## src/rtl/arbitro_alu.sv

```systemverilog
// arbitro_alu: round-robin two-requester sequencer sharing one combinational ALU
module arbitro_alu #(
  parameter int N = 32,
  parameter int CICLOS_EJEC = 1
) (
  input  logic         clk,
  input  logic         rst,
  input  logic         sol0_valido,
  input  logic [N-1:0] sol0_A,
  input  logic [N-1:0] sol0_B,
  input  logic [2:0]   sol0_Sel,
  output logic         sol0_listo,
  input  logic         sol1_valido,
  input  logic [N-1:0] sol1_A,
  input  logic [N-1:0] sol1_B,
  input  logic [2:0]   sol1_Sel,
  output logic         sol1_listo,
  output logic [N-1:0] alu_A,
  output logic [N-1:0] alu_B,
  output logic [2:0]   alu_Sel,
  input  logic [N-1:0] alu_C,
  input  logic         alu_banNegativo,
  input  logic         alu_banCero,
  input  logic         alu_banDesborde,
  input  logic         alu_banAcarreo,
  output logic         res_valido,
  input  logic         res_listo,
  output logic [N-1:0] res_C,
  output logic [3:0]   res_banderas,
  output logic         res_id,
  output logic         ocupado
);
  localparam int CW = $clog2(CICLOS_EJEC + 1);
  typedef enum logic [1:0] {REPOSO, EJECUTA, RESPONDE} estado_t;
  estado_t estado, estado_sig;
  logic ultimo, grant, alguno, acepta;
  logic [CW-1:0] cnt;
  // the requester that did not win last time has priority when both ask
  assign grant = (sol0_valido & sol1_valido) ? ~ultimo : sol1_valido;
  assign alguno = sol0_valido | sol1_valido;
  assign sol0_listo = (estado == REPOSO) & alguno & ~grant;
  assign sol1_listo = (estado == REPOSO) & alguno & grant;
  assign acepta = sol0_listo | sol1_listo;
  assign res_valido = estado == RESPONDE;
  assign ocupado = estado != REPOSO;
  always_comb begin
    estado_sig = estado;
    estado_sig = (estado == REPOSO) ? (acepta ? EJECUTA : REPOSO) :
                 (estado == EJECUTA) ? ((cnt == '0) ? RESPONDE : EJECUTA) :
                 (res_listo ? REPOSO : RESPONDE);
  end
  always_ff @(posedge clk or posedge rst)
    if (rst) estado <= REPOSO;
    else estado <= estado_sig;
  always_ff @(posedge clk or posedge rst) begin
    if (rst) begin
      ultimo       <= 1'b1;
      cnt          <= '0;
      alu_A        <= '0;
      alu_B        <= '0;
      alu_Sel      <= '0;
      res_C        <= '0;
      res_banderas <= '0;
      res_id       <= 1'b0;
    end else begin
      if (acepta) begin
        alu_A   <= grant ? sol1_A : sol0_A;
        alu_B   <= grant ? sol1_B : sol0_B;
        alu_Sel <= grant ? sol1_Sel : sol0_Sel;
        ultimo  <= grant;
        cnt     <= CW'(CICLOS_EJEC - 1);
      end
      if (estado == EJECUTA && cnt != '0) cnt <= cnt - CW'(1);
      if (estado == EJECUTA && cnt == '0) begin
        res_C        <= alu_C;
        res_banderas <= {alu_banNegativo, alu_banCero, alu_banDesborde, alu_banAcarreo};
        res_id       <= ultimo;
      end
    end
  end
endmodule

```

## config.mk

```make
export PLATFORM = sky130hd
export DESIGN_NAME = arbitro_alu
export DESIGN_NICKNAME = d
export VERILOG_FILES = /design/src/rtl/arbitro_alu.sv
export SDC_FILE = /design/constraint.sdc
export NUM_CORES = 1
export LEC_CHECK = 0
export CAP_MARGIN = 20
export CORE_UTILIZATION = 37
export CTS_CLUSTER_DIAMETER = 200
export CTS_CLUSTER_SIZE = 40
export DETAILED_ROUTE_END_ITERATION = 8
export GPL_ROUTABILITY_DRIVEN = 1
export PLACE_DENSITY = 0.84
export SLEW_MARGIN = 20
export SYNTH_ARGS = -nofsm -noshare
export SYNTH_HDL_FRONTEND = slang
export SYNTH_SLANG_ARGS = --single-unit
```

## constraint.sdc

```tcl
create_clock -name clk -period 3.8 [get_ports clk]
set_clock_uncertainty 0.05 [all_clocks]
set_input_delay 0.57 -clock clk [delete_from_list [all_inputs] [get_ports clk]]
set_output_delay 0.57 -clock clk [all_outputs]
set_load 0.01 [all_outputs]
```

======== Yosys cells after proc, flatten, opt, wreduce, memory -nomap -nowiden ========
Cells that the tools add are included.
word-level totals
  register bits after elaboration ......... 108
  latch bits .............................. 0
  bits in writable memories ............... 0
  memory bits (read-only) ................. 0
  input port bits ......................... 175
  output and inout bits ................... 108
  word-level logic and storage cells ...... 37
  memories ................................ 0
cells by class
  add/sub/neg operators ................... 1
  multiply operators ...................... 0
  div/mod/pow operators ................... 0
  order comparisons ....................... 0
  equality and inequality tests ........... 2
  shifts and indexed selects .............. 0
  multiplexer cells ....................... 11
  bitwise gates (word level) .............. 9
  reduce and logical (&&, ||, !) cells .... 5
operators by type and width
  cell                                                 number
  2-to-1 mux 32 bit                                    2
  2-to-1 mux 2 bit                                     4
  AND 1 bit                                            4
  2-to-1 mux 1 bit                                     4
  nonzero test 2 bit                                   2
  2-to-1 mux 3 bit                                     1
  NOT 1 bit                                            3
  equality test 2 x 1 -> 1 bit, second input constant  1
  equality test 2 bit, second input constant           1
  logical AND 1 bit                                    2
  logical NOT 2 bit                                    1
  OR 1 bit                                             2
  subtractor 1 bit, second input constant              1

======== Logic depth before layout (Yosys ltp) ========
  depth after elaboration ................. 7
  mapped depth ............................ 6
  gate-level depth less buffers ........... 3

======== Worst setup path after synthesis ========
OpenSTA, ideal clock, no wires.
  kind .................................... input to output
  start point ............................. input port sol0_valido
  end point ............................... output port sol1_listo
  data arrival time ....................... 1.340 ns
  required time ........................... 3.180 ns
  slack ................................... 1.840 ns
  cell stages on the path ................. 4
  buffers on the path ..................... 2
  cell sequence ........................... nand2_1 clkbuf_1 clkbuf_1 and3_1
between the ends
  word-level cells in the longest chain between the ends .. 3
  elaborated cells between the ends (all ways) .. 5
  those cells by class .................... mux (1); bitwise (4)
RTL lines
  what                                                  line    source
  start, declared                                       8       input logic sol0_valido,
  OR 1 bit / AND 1 bit (equally long branches)          40, 39
  AND 1 bit / 2-to-1 mux 1 bit (equally long branches)  42, 39
  AND 1 bit *                                           42      assign sol1_listo = (estado == REPOSO) & alguno & grant;
  end, declared                                         17      output logic sol1_listo,
Every way passes the cells marked *; elsewhere a longest branch is shown, timed or not.

======== Worst setup path after layout ========
  start point ............................. input port sol1_valido
  end point ............................... register alu_Sel[1]
between the ends
  word-level cells in the longest chain between the ends .. 5
  elaborated cells between the ends (all ways) .. 9
  those cells by class .................... mux (2); bitwise (7)
RTL lines
  what                  line  source
  start, declared       13    input logic sol1_valido,
  AND 1 bit             39    assign grant = (sol0_valido & sol1_valido) ? ~ultimo : sol1_valido;
  2-to-1 mux 1 bit      39
  NOT 1 bit             41    assign sol0_listo = (estado == REPOSO) & alguno & ~grant;
  AND 1 bit             41
  OR 1 bit              43    assign acepta = sol0_listo | sol1_listo;
  end signal, assigned  69    alu_Sel <= grant ? sol1_Sel : sol0_Sel;
  end, declared         20    output logic [2:0] alu_Sel,
Several ways; a longest one is shown, not always the timed one.
A chain may end at the register's enable or synchronous reset.

==> impl_metrics.env <==
export IMPL_via_count_of_the_first_global_routing_pass=4129
export IMPL_io_pins=283
export IMPL_setup_viol=0
export IMPL_netSwitchingFraction_pct=32.51
export IMPL_postSynthCellCount=329
export IMPL_nets=771
export IMPL_timing_reg2reg_setup_slack_ns=1.57
export IMPL_synth_most_common_cell="dfrtp_1"
export IMPL_count_of_endpoints_failing_hold_in_the_final_timing_report=0
export IMPL_antenna_found_initial=0
export IMPL_holdPathStages=1
export IMPL_yosys_register_bits=108
export IMPL_global_route_overflow_total=0
export IMPL_final_cell_count_no_fill=744
export IMPL_p_per_area_mw_per_mm2=771.2
export IMPL_wl_per_cell_um=18.92
export IMPL_vdd_ir_drop_worst_v=0.0003365
export IMPL_ctsLongestPathBuffers=2
export IMPL_worst_skew_pair_late_latency_ns=0.34
export IMPL_worst_slew_pin_transition_ns=1.068
export IMPL_preCtsSetupSlack_ns=0.8399
export IMPL_cts_hold_buffers=0
export IMPL_ant_nets=0
export IMPL_synth_yosys_seq_area_share_pct=60.43
export IMPL_reg2reg_from="estado[1]$_DFF_PP0_"
export IMPL_worst_slack_ns=1.172
export IMPL_place_gp_congestion=0.7766
export IMPL_drt_first_pass_iters=6
export IMPL_postCtsSetupBuffers=0
export IMPL_timing_critical_path_from_type="primary input"
export IMPL_synth_cell_type_count=20
export IMPL_setup_tns_ns=0
export IMPL_dp_cells=728
export IMPL_cts_repair_resize_count=0
export IMPL_type_of_the_setup_path_with_the_least_slack="primary input to flop"
export IMPL_global_route_wire_length_before_repair_um=21860
export IMPL_async_reset_ff_share_pct=100.0
export IMPL_timing_max_slew_rel_slack_pct=28.75
export IMPL_dp_hpwl_um=10330
export IMPL_placement_rows=39
export IMPL_postSynthNetCount=504
export IMPL_cellLeakagePower_uw=0.003401
export IMPL_fin_crit_ns=2.628
export IMPL_p_clk_share_pct=15.8
export IMPL_p_switching_uw=1933
export IMPL_io_buffers=282
export IMPL_yosys_warnings=0
export IMPL_n_antenna_cell=0
export IMPL_drive_gt1_share_pct=6.656
export IMPL_hold_end="res_C[0]$_DFFE_PP0P_"
export IMPL_grt_max_degree=68
export IMPL_area_delta_synth_final_pct=72.26
export IMPL_maxSlewViolCount=0
export IMPL_core_sq_mm=0.01161
export IMPL_cts_inserted_buffers=9
export IMPL_p_comb_share_pct=49.6
export IMPL_post_route_drc_count=18
export IMPL_full_die_area_sq_mm=0.01254
export IMPL_max_cap_viol_count=0
export IMPL_clkTransAtPathRegs_ns=0.07
export IMPL_cellInternalPower_uw=4011
export IMPL_critPathRequiredTime_ns=4.03
export IMPL_post_route_period_util_pct=69.16
export IMPL_hold_class="flop to flop"
export IMPL_worst_r2r_cell_count=4
export IMPL_cell_type_contributing_the_most_total_cell_area_after_synthesis="dfrtp_1"
export IMPL_synthDominantCellAreaShare_pct=59.84
export IMPL_r2r_end="alu_Sel[1]$_DFFE_PP0P_"
export IMPL_endpoint_kind_of_the_worst_setup_timing_path="flop"
export IMPL_grt_setup_unrepaired="false"
export IMPL_cts_sinks=108
export IMPL_synthesis_area_sq_mm=0.004474
export IMPL_vias=4010
export IMPL_seq_power_share_pct=34.6
export IMPL_postSynthAreaPerCell_sq_um=13.60
export IMPL_violations="design-rule violations"
export IMPL_grt_use_total_pct=22.66
export IMPL_postRouteWirelength_um=14080
export IMPL_die_height_um=112.0
export IMPL_worst_hold_slack_across_all_endpoints_ns=0.4366
export IMPL_detail_route_vias_per_cell=5.390
export IMPL_achievable_frequency_mhz=380.5
export IMPL_drt_initial_drc_count=233
export IMPL_postSynth_topFlopCell="dfrtp_1"
export IMPL_cp_max_fo=34
export IMPL_synth_top_cells_by_area="dfrtp_1 (60%), a221o_1 (15%), and3_1 (9.8%)"
export IMPL_worst_hold_startpoint="res_C[0]$_DFFE_PP0P_"
export IMPL_cts_tree="yes"
export IMPL_synth_common_cells="dfrtp_1 (107), and3_1 (70), a221o_1 (67)"
export IMPL_timing_critical_path_arrival_ns=2.86
export IMPL_status="complete, but fails checks"
export IMPL_die_x_um=112.0
export IMPL_synth_edf_count=0
export IMPL_initial_utilization_pct=38.53
export IMPL_htreeDepth=3
export IMPL_cts_root_buf="clkbuf_16"
-- flip-flops by register name, indices dropped and copies added (netlist names) --
name,cells
alu_B,32
estado,2
cnt,1
alu_A,32
res_id,1
alu_Sel,3
res_banderas,4
res_C,32
ultimo,1
-- power by group through the flow --
stage                     registers (uW)  clock network [uW]  logic, uW
after floorplan                     2280                   0       1130
after global placement              2040                   0       2890
after detailed placement            2060                   0       2980
after CTS                           2060                 959       2980
after global routing                2120                1000       3140
final                               2050                 942       2950
-- layout make-up --
class                           instances  area, sq um
Clock inverter                          2        15.01
Tap cell                              143        178.9
Multi-Input combinational cell        185         1618
Timing Repair Buffer                  288         2880
Sequential cell                       108         2704
Fill cell                             877         3906
Inverter                                4        17.52
Clock buffer                           14        294.0
-- through the flow --
step	utilization, %	cell area [sq um]	total power (uW)
floorplan	-	4474	3412
global placement	63.70	7398	4924
detailed placement	63.70	7398	5041
CTS	66.37	7707	5996
global route	66.37	7707	6263
finish	66.37	7707	5944
-- per-layer routing --
layer | up-vias | track usage [%] | share of wire, %
met5 | - | 0 | 0
met2 | 204 | 40.12 | 52
met4 | 0 | 10.13 | 2.7
li1 | 1812 | - | -
met1 | 1967 | 26.16 | 38
met3 | 27 | 5.171 | 7.9
-- cells by family after synthesis --
kind of cell           after synthesis  synth area share, %
buffers and inverters               36                3.887
AO/OA/AOI/OAI                       71                15.52
flip-flops                         108                60.43
multiplexers                        37                9.312
AND/OR/NAND/NOR                     77                10.85
-- how the worst max path moves through the flow --
stage / from / to / slack [ns] / depth (start not counted)
2_1_floorplan: rst / alu_A[0]$_DFFE_PP0P_ / 0.34 / 1
3_3_place_gp: sol1_valido / alu_Sel[1]$_DFFE_PP0P_ / 0.95 / 5
3_5_place_dp: sol1_valido / alu_Sel[1]$_DFFE_PP0P_ / 0.84 / 5
4_1_cts: sol1_valido / alu_Sel[1]$_DFFE_PP0P_ / 1.18 / 5
5_1_grt: sol1_valido / alu_Sel[0]$_DFFE_PP0P_ / 1.0 / 5
6_report: sol1_valido / alu_Sel[1]$_DFFE_PP0P_ / 1.17 / 5
-- cells in the final DEF (no fill, tap or decap), types with 3 or more instances in the layout --
cell | synthesis | final
clkbuf_16 | 0 | 9
dfrtp_1 | 107 | 107
a221o_1 | 67 | 67
inv_1 | 4 | 3
clkdlybuf4s50_1 | 0 | 282
buf_4 | 2 | 5
mux2_2 | 11 | 11
clkbuf_8 | 0 | 5
mux2_1 | 26 | 26
and3_1 | 70 | 69
-- critical path: stages --
cell and delay, ns:
clkdlybuf4s50_1 0.58, nor3b_4 0.91, buf_4 0.44, and3_1 0.21, a221o_1 0.12
Power figures use the tool's default switching activity.
